File: config.mk
export PLATFORM = sky130hd
export DESIGN_NAME = serial_pattern_gen
export DESIGN_NICKNAME = d
export VERILOG_FILES = /design/src/rtl/serial_pattern_gen.sv
export SDC_FILE = /design/constraint.sdc
export NUM_CORES = 1
export LEC_CHECK = 0
export ABC_AREA = 1
export CORE_ASPECT_RATIO = 1.5
export CORE_MARGIN = 1.5
export CORE_UTILIZATION = 40
export DETAILED_ROUTE_END_ITERATION = 10
export GPL_TIMING_DRIVEN = 1
export PLACE_DENSITY = 0.71
export SLEW_MARGIN = 0
export SYNTH_ARGS = -nofsm -noshare
export SYNTH_HDL_FRONTEND = slang
export SYNTH_SLANG_ARGS = --single-unit
File: constraint.sdc
create_clock -name clk -period 1.4 [get_ports clk]
set_input_delay 0.14 -clock clk [delete_from_list [all_inputs] [get_ports clk]]
set_output_delay 0.14 -clock clk [all_outputs]
set_load 0.02 [all_outputs]
File: src/rtl/serial_pattern_gen.sv
// Serial pattern transmitter: sends a PAT_W-bit pattern MSB-first, REP times,
// with GAP idle bits between repeats. All outputs are registered.
module serial_pattern_gen #(
   parameter int PAT_W = 4,
   parameter int GAP   = 1,
   parameter int REP_W = 4
) (
   input  logic             clk,
   input  logic             rst,
   input  logic             start,
   input  logic [PAT_W-1:0] pattern,
   input  logic [REP_W-1:0] rep_cnt,
   input  logic             abort,
   output logic             serout,
   output logic             ser_valid,
   output logic             busy,
   output logic             done,
   output logic [1:0]       ps
);

   localparam logic [1:0] S_IDLE = 2'd0;
   localparam logic [1:0] S_SEND = 2'd1;
   localparam logic [1:0] S_GAP  = 2'd2;
   localparam logic [1:0] S_DONE = 2'd3;

   localparam int BW = $clog2(PAT_W);
   localparam int GW = (GAP > 1) ? $clog2(GAP) : 1;
   localparam int BL = PAT_W - 1;
   localparam int GL = (GAP > 0) ? GAP - 1 : 0;
   localparam logic [BW-1:0] BLAST = BL[BW-1:0];
   localparam logic [GW-1:0] GLAST = GL[GW-1:0];

   logic [PAT_W-1:0] shreg;
   logic [PAT_W-1:0] pat;
   logic [REP_W-1:0] rcnt;
   logic [BW-1:0]    bcnt;
   logic [GW-1:0]    gcnt;

   // Outputs are a registered view of the state, so they trail ps by one edge.
   always_ff @(posedge clk or negedge rst) begin
      if (!rst) begin
         ps        <= S_IDLE;
         serout    <= 1'b0;
         ser_valid <= 1'b0;
         busy      <= 1'b0;
         done      <= 1'b0;
         shreg     <= '0;
         pat       <= '0;
         rcnt      <= '0;
         bcnt      <= '0;
         gcnt      <= '0;
      end else begin
         done <= 1'b0;
         if (abort && ps != S_IDLE) begin
            ps        <= S_IDLE;
            serout    <= 1'b0;
            ser_valid <= 1'b0;
            busy      <= 1'b0;
         end else begin
            busy      <= (ps != S_IDLE);
            serout    <= 1'b0;
            ser_valid <= 1'b0;
            unique case (ps)
               S_IDLE: begin
                  if (start) begin
                     shreg <= pattern;
                     pat   <= pattern;
                     rcnt  <= rep_cnt;
                     bcnt  <= '0;
                     gcnt  <= '0;
                     ps    <= (rep_cnt == '0) ? S_DONE : S_SEND;
                  end
               end
               S_SEND: begin
                  serout    <= shreg[PAT_W-1];
                  ser_valid <= 1'b1;
                  shreg     <= {shreg[PAT_W-2:0], 1'b0};
                  if (bcnt == BLAST) begin
                     bcnt <= '0;
                     if (rcnt > REP_W'(1)) begin
                        rcnt  <= rcnt - REP_W'(1);
                        shreg <= pat;
                        gcnt  <= '0;
                        ps    <= (GAP > 0) ? S_GAP : S_SEND;
                     end else begin
                        ps <= S_DONE;
                     end
                  end else begin
                     bcnt <= bcnt + BW'(1);
                  end
               end
               S_GAP: begin
                  if (gcnt == GLAST) begin
                     ps <= S_SEND;
                  end else begin
                     gcnt <= gcnt + GW'(1);
                  end
               end
               S_DONE: begin
                  done <= 1'b1;
                  ps   <= S_IDLE;
               end
               default: ps <= S_IDLE;
            endcase
         end
      end
   end

endmodule

Yosys cells after proc, flatten, opt, wreduce, memory -nomap -nowiden:

Cells that the tools add are included.

* logic and storage cells: 66
* flip-flop bits (word level): 21
* output and inout port bits: 6
* bits of input ports: 12

* $add $sub $neg: 3
* reduce and logical (&&, ||, !) cells: 11
* multiplexer cells: 30
* magnitude comparators: 1
* bitwise logic cells: 1
* equal/unequal tests: 10

Operators by type and width (number)
* $mux W4: 6
* $pmux W4 S2: 2
* $mux W2: 7
* $mux W1: 12
* $reduce_and A5 Y1: 2
* $ne A3 B3 Y1 const B: 3
* $reduce_and A3 Y1: 3
* $pmux W2 S4: 1
* $eq A2 B2 Y1 const B: 3
* $ne A2 B2 Y1 const B: 3
* $gt A4 B1 Y1 const B: 1
* $logic_not A4 Y1: 1
* $pmux W2 S2: 1
* $reduce_bool A2 Y1: 2
* $sub A4 B1 Y4 const B: 1
* $pmux W1 S3: 1
* $reduce_bool A3 Y1: 1
* $add A2 B1 Y2 const B: 1
* $eq A2 B1 Y1 const B: 1
* $logic_not A2 Y1: 1
* $add A1 B1 Y1 const B: 1
* $logic_and A1 B1 Y1: 1
* $not A1 Y1: 1

Depth between registers and ports, before layout:

* word-level depth: 5
* depth in mapped cells: 11
* depth with buffers taken out: 11

Least setup slack after synthesis:

Ideal clock, no wire load.

* path type: register to register
* from: register rcnt[0]
* to: register rcnt[3]
* path buffers: 0
* arrival: 1268 ps
* required time: 1284 ps
* slack: 16 ps
* stages on the path, launching flop included: 12
* setup time: 116 ps
* period minus slack after synthesis: 1384 ps
* cells stage by stage: dfrtp_1 inv_1 ha_1 inv_1 nand2_1 nand2_1 nand2_1 nand2_1 nand2_4 clkinv_2 nand2_1 nand2_1

* word-level cells in the longest chain between the ends: 4
* elaborated cells on any way between the ends: 7
* classes of those cells: add/sub (1); order compare (1); eq/ne (1); mux (3); reduce/logical (1)

Ends and longest elaborated chain
* start: declaration: line 35 `logic [REP_W-1:0] rcnt;`
* start signal: assignment: line 68 `rcnt <= rep_cnt;`
* start signal: assignment: line 81 `rcnt <= rcnt - REP_W'(1);`
* $sub A4 B1 Y4: line 81
* $mux W4: line 80 `if (rcnt > REP_W'(1)) begin`
* $mux W4: line 78 `if (bcnt == BLAST) begin`
* $pmux W4 S2: line 63 `unique case (ps)`

Several ways; a longest one is shown, not always the timed one. The select of a mux whose other input is x is not followed.
A chain may end at the register's enable or synchronous reset.

Worst setup path in the final report:

Same ends and word-level chain as after synthesis.

==> impl_metrics.yaml <==
run_status:
  status: "complete, no violations"
yosys:
  synth_top_family_by_area: "simple AND/OR/NAND/NOR gates"
  synth_compound_area_share_pct: 7.326
  synth.area.top_cells: "dfrtp_1 (47%), nand2_1 (13%), inv_1 (7.7%)"
  synthArstFlopShare_pct: 100.0
  synth_nets: 153
  synthSimpleGateAreaFrac_pct: 32.79
  synthAdderAreaFrac_pct: 3.488
  synth-xor-area-share_pct: 0
  synth_common_cells: "nand2_1 (38), inv_1 (22), dfrtp_1 (20)"
  yosysSeqAreaShare_pct: 46.51
  synthMuxAreaShare_pct: 0
  yosysWarnings: 0
  syn_inst: 138
  yosys.area.top_type: "dfrtp_1"
  synth_ff_type: "dfrtp_1"
  yosysMostFrequentCell: "nand2_1"
  synth.top_cell.area_share_pct: 46.51
  synth_edf_count: 0
  syn_area_mm2: 0.001076
  synthDistinctLibCells: 19
  syn_avg_cell_area_um2: 7.797
  synth_seq_cells: 20
clock_network:
  ctsRootBufferMaster: "clkbuf_4"
  cts_tree: "built"
  cts_sinks: 20
  clock_latency_ps: 300
  htree_levels: 1
  clockBufferDepth: 2
  cts_made_buffers: 3
  clkTransAtPathRegs_ps: 100
setup_path:
  cp_num_buf_inv: 3
  slowest_delay_ps: 420
  crit_type: "reg2reg"
  crit_family: "simple AND/OR/NAND/NOR gates"
  cp.arrival_ps: 1540
  slowest_stage: "dfrtp_1"
  crit_path_end_kind: "register"
  critPathLaunchType: "register"
  required_ps: 1600
  crit_fanout: 5
  crit_chain: "inv_2, ha_4, inv_1, nand2_1, nand2_2, nand2_4, nand2_4, nand2_4, inv_4, nand2_2, nand2_2"
worst_hold_path:
  hold_path.class: "in2async"
floorplanning:
  die_area_mm2: 0.003017
  core_area_mm2: 0.002505
  initial_core_util_pct: 42.96
  die_h_um: 66.52
  die_w_um: 45.35
  rows: 22
  ios: 18
global_route:
  grt_pass1_vias: 975
  grtUsageTotal_pct: 18.03
  grt_antenna_before_repair: 0
  grt.overflow.total: 0
  grt_pass1_wl_um: 3981
  grt_max_degree: 21
detailed_routing:
  wl_um: 2343
  drtIter0Drc: 22
  routedWlPerCell_um: 11.54
  drt_first_pass_iters: 4
  drtAntennaViolNets: 0
  num_vias: 956
  drc: 0
  viasPerCell: 4.709
timing:
  fmax_mhz: 744.4
  final.setup_skew_ps: 6.845
  min_period_ps: 1343
  finalHoldViolCount: 0
  slew_violations: 0
  setup_viol: 0
  period_share_pct: 95.95
  tightestPinTransition_ps: 305.3
  slew_headroom_pct: 79.43
  rsz0062_at_grt: "true"
pwr:
  p_per_area_mw_per_mm2: 2091
  cellLeakagePower_nw: 0.7912
  power_w: 0.003063
  ir_drop_mv: 1.044
run:
  cap_violations: 0
placed_design:
  numPortBuffers: 17
  dp.cells: 196
  post-dp-hpwl_um: 1764
  gp_congestion: 0.8210
final_layout:
  stdcell_count: 203
  areaGrowthSynthToFinish_pct: 36.16
  drive_above_1_share_pct: 22.75
  antenna_cells: 0
  nets: 183
[final timing paths]
kind,startpoint,endpoint,slack [ps],depth (start not counted)
setup / recovery,rcnt[0],rcnt[3],60,11
setup reg to reg,rcnt[0],rcnt[3],60,11
max in group asynchronous,rst,ps[0],1010,2
min in group clk,pattern[0],pat[0],410,3
hold reg to reg,bcnt[1],bcnt[1],500,2
hold / removal,rst,done,170,2
[cell families after synthesis]
| family | Yosys count |
|---|---|
| AOI/OAI and AO/OA | 15 |
| and+or+nand+nor | 74 |
| DFF | 20 |
| adders and majority gates | 3 |
| buffers and inverters | 26 |
[per-layer routing]
layer | share of wire [%] | vias up | track usage [%]
li1 | - | 490 | -
met1 | 41 | 432 | 20.55
met3 | 3.0 | 9 | 2.439
met2 | 53 | 25 | 30.36
met4 | 3.5 | 0 | 11.40
met5 | 0 | - | 0
[registers in the layout (all words and copies together) (netlist names)]
name       flops
pat            4
rcnt           4
shreg          4
bcnt           2
ps             2
busy           1
done           1
ser_valid      1
serout         1
[placed cells by master, fill, tap and decap left out, types with 3 or more instances in the layout]
master / instances
clkbuf_4: 3
nand2_1: 31
buf_4: 7
a21oi_1: 3
clkdlybuf4s50_1: 11
dlymetal6s2s_1: 3
nor2_1: 13
o21ai_0: 8
nand2_2: 5
inv_1: 20
nand2_4: 5
dfrtp_1: 18
dlygate4sd2_1: 3
nand3_1: 10
inv_2: 4
nand4_1: 3
[stage by stage]
step / hold slack, ps / worst slack (ps) / TNS [ps] / cell area [um^2] / util (%)
finish: 167.3 / 56.66 / 0 / 1465 / 58.49
global route: 192.4 / -33.56 / -120.1 / 1465 / 58.49
CTS: 167.7 / 1.897 / 0 / 1364 / 54.45
detailed placement: 477.3 / -42.25 / -144.9 / 1325 / 52.90
global placement: 469.8 / 17.00 / 0 / 1325 / 52.90
floorplan: -155.6 / 15.80 / 0 / 1076 / -
[final cells by class]
| type | count | area (um^2) |
|---|---|---|
| Multi-Input combinational cell | 92 | 535.5 |
| Timing Repair Buffer | 26 | 249.0 |
| Tap cell | 36 | 45.04 |
| Sequential cell | 20 | 503.0 |
| Fill cell | 222 | 1040 |
| Clock buffer | 4 | 36.28 |
| Inverter | 25 | 96.34 |
[timing repair]
action                                 4_1_cts  5_1_grt
endpoints found under the hold margin        0        0
hold buffers                                 0        0
gates resized for setup                      8       22
pin swaps                                    0        7
buffers inserted                             0        3
setup endpoints to repair                    7       12
[where the power goes]
group	total (W)	internal, W	switching, W
Combinational	0.00171	0.000700	0.00101
Sequential	0.00103	0.000832	0.000194
Clock	0.000322	0.000159	0.000164
Total	0.00306	0.00169	0.00137
Power figures use the tool's default switching activity.
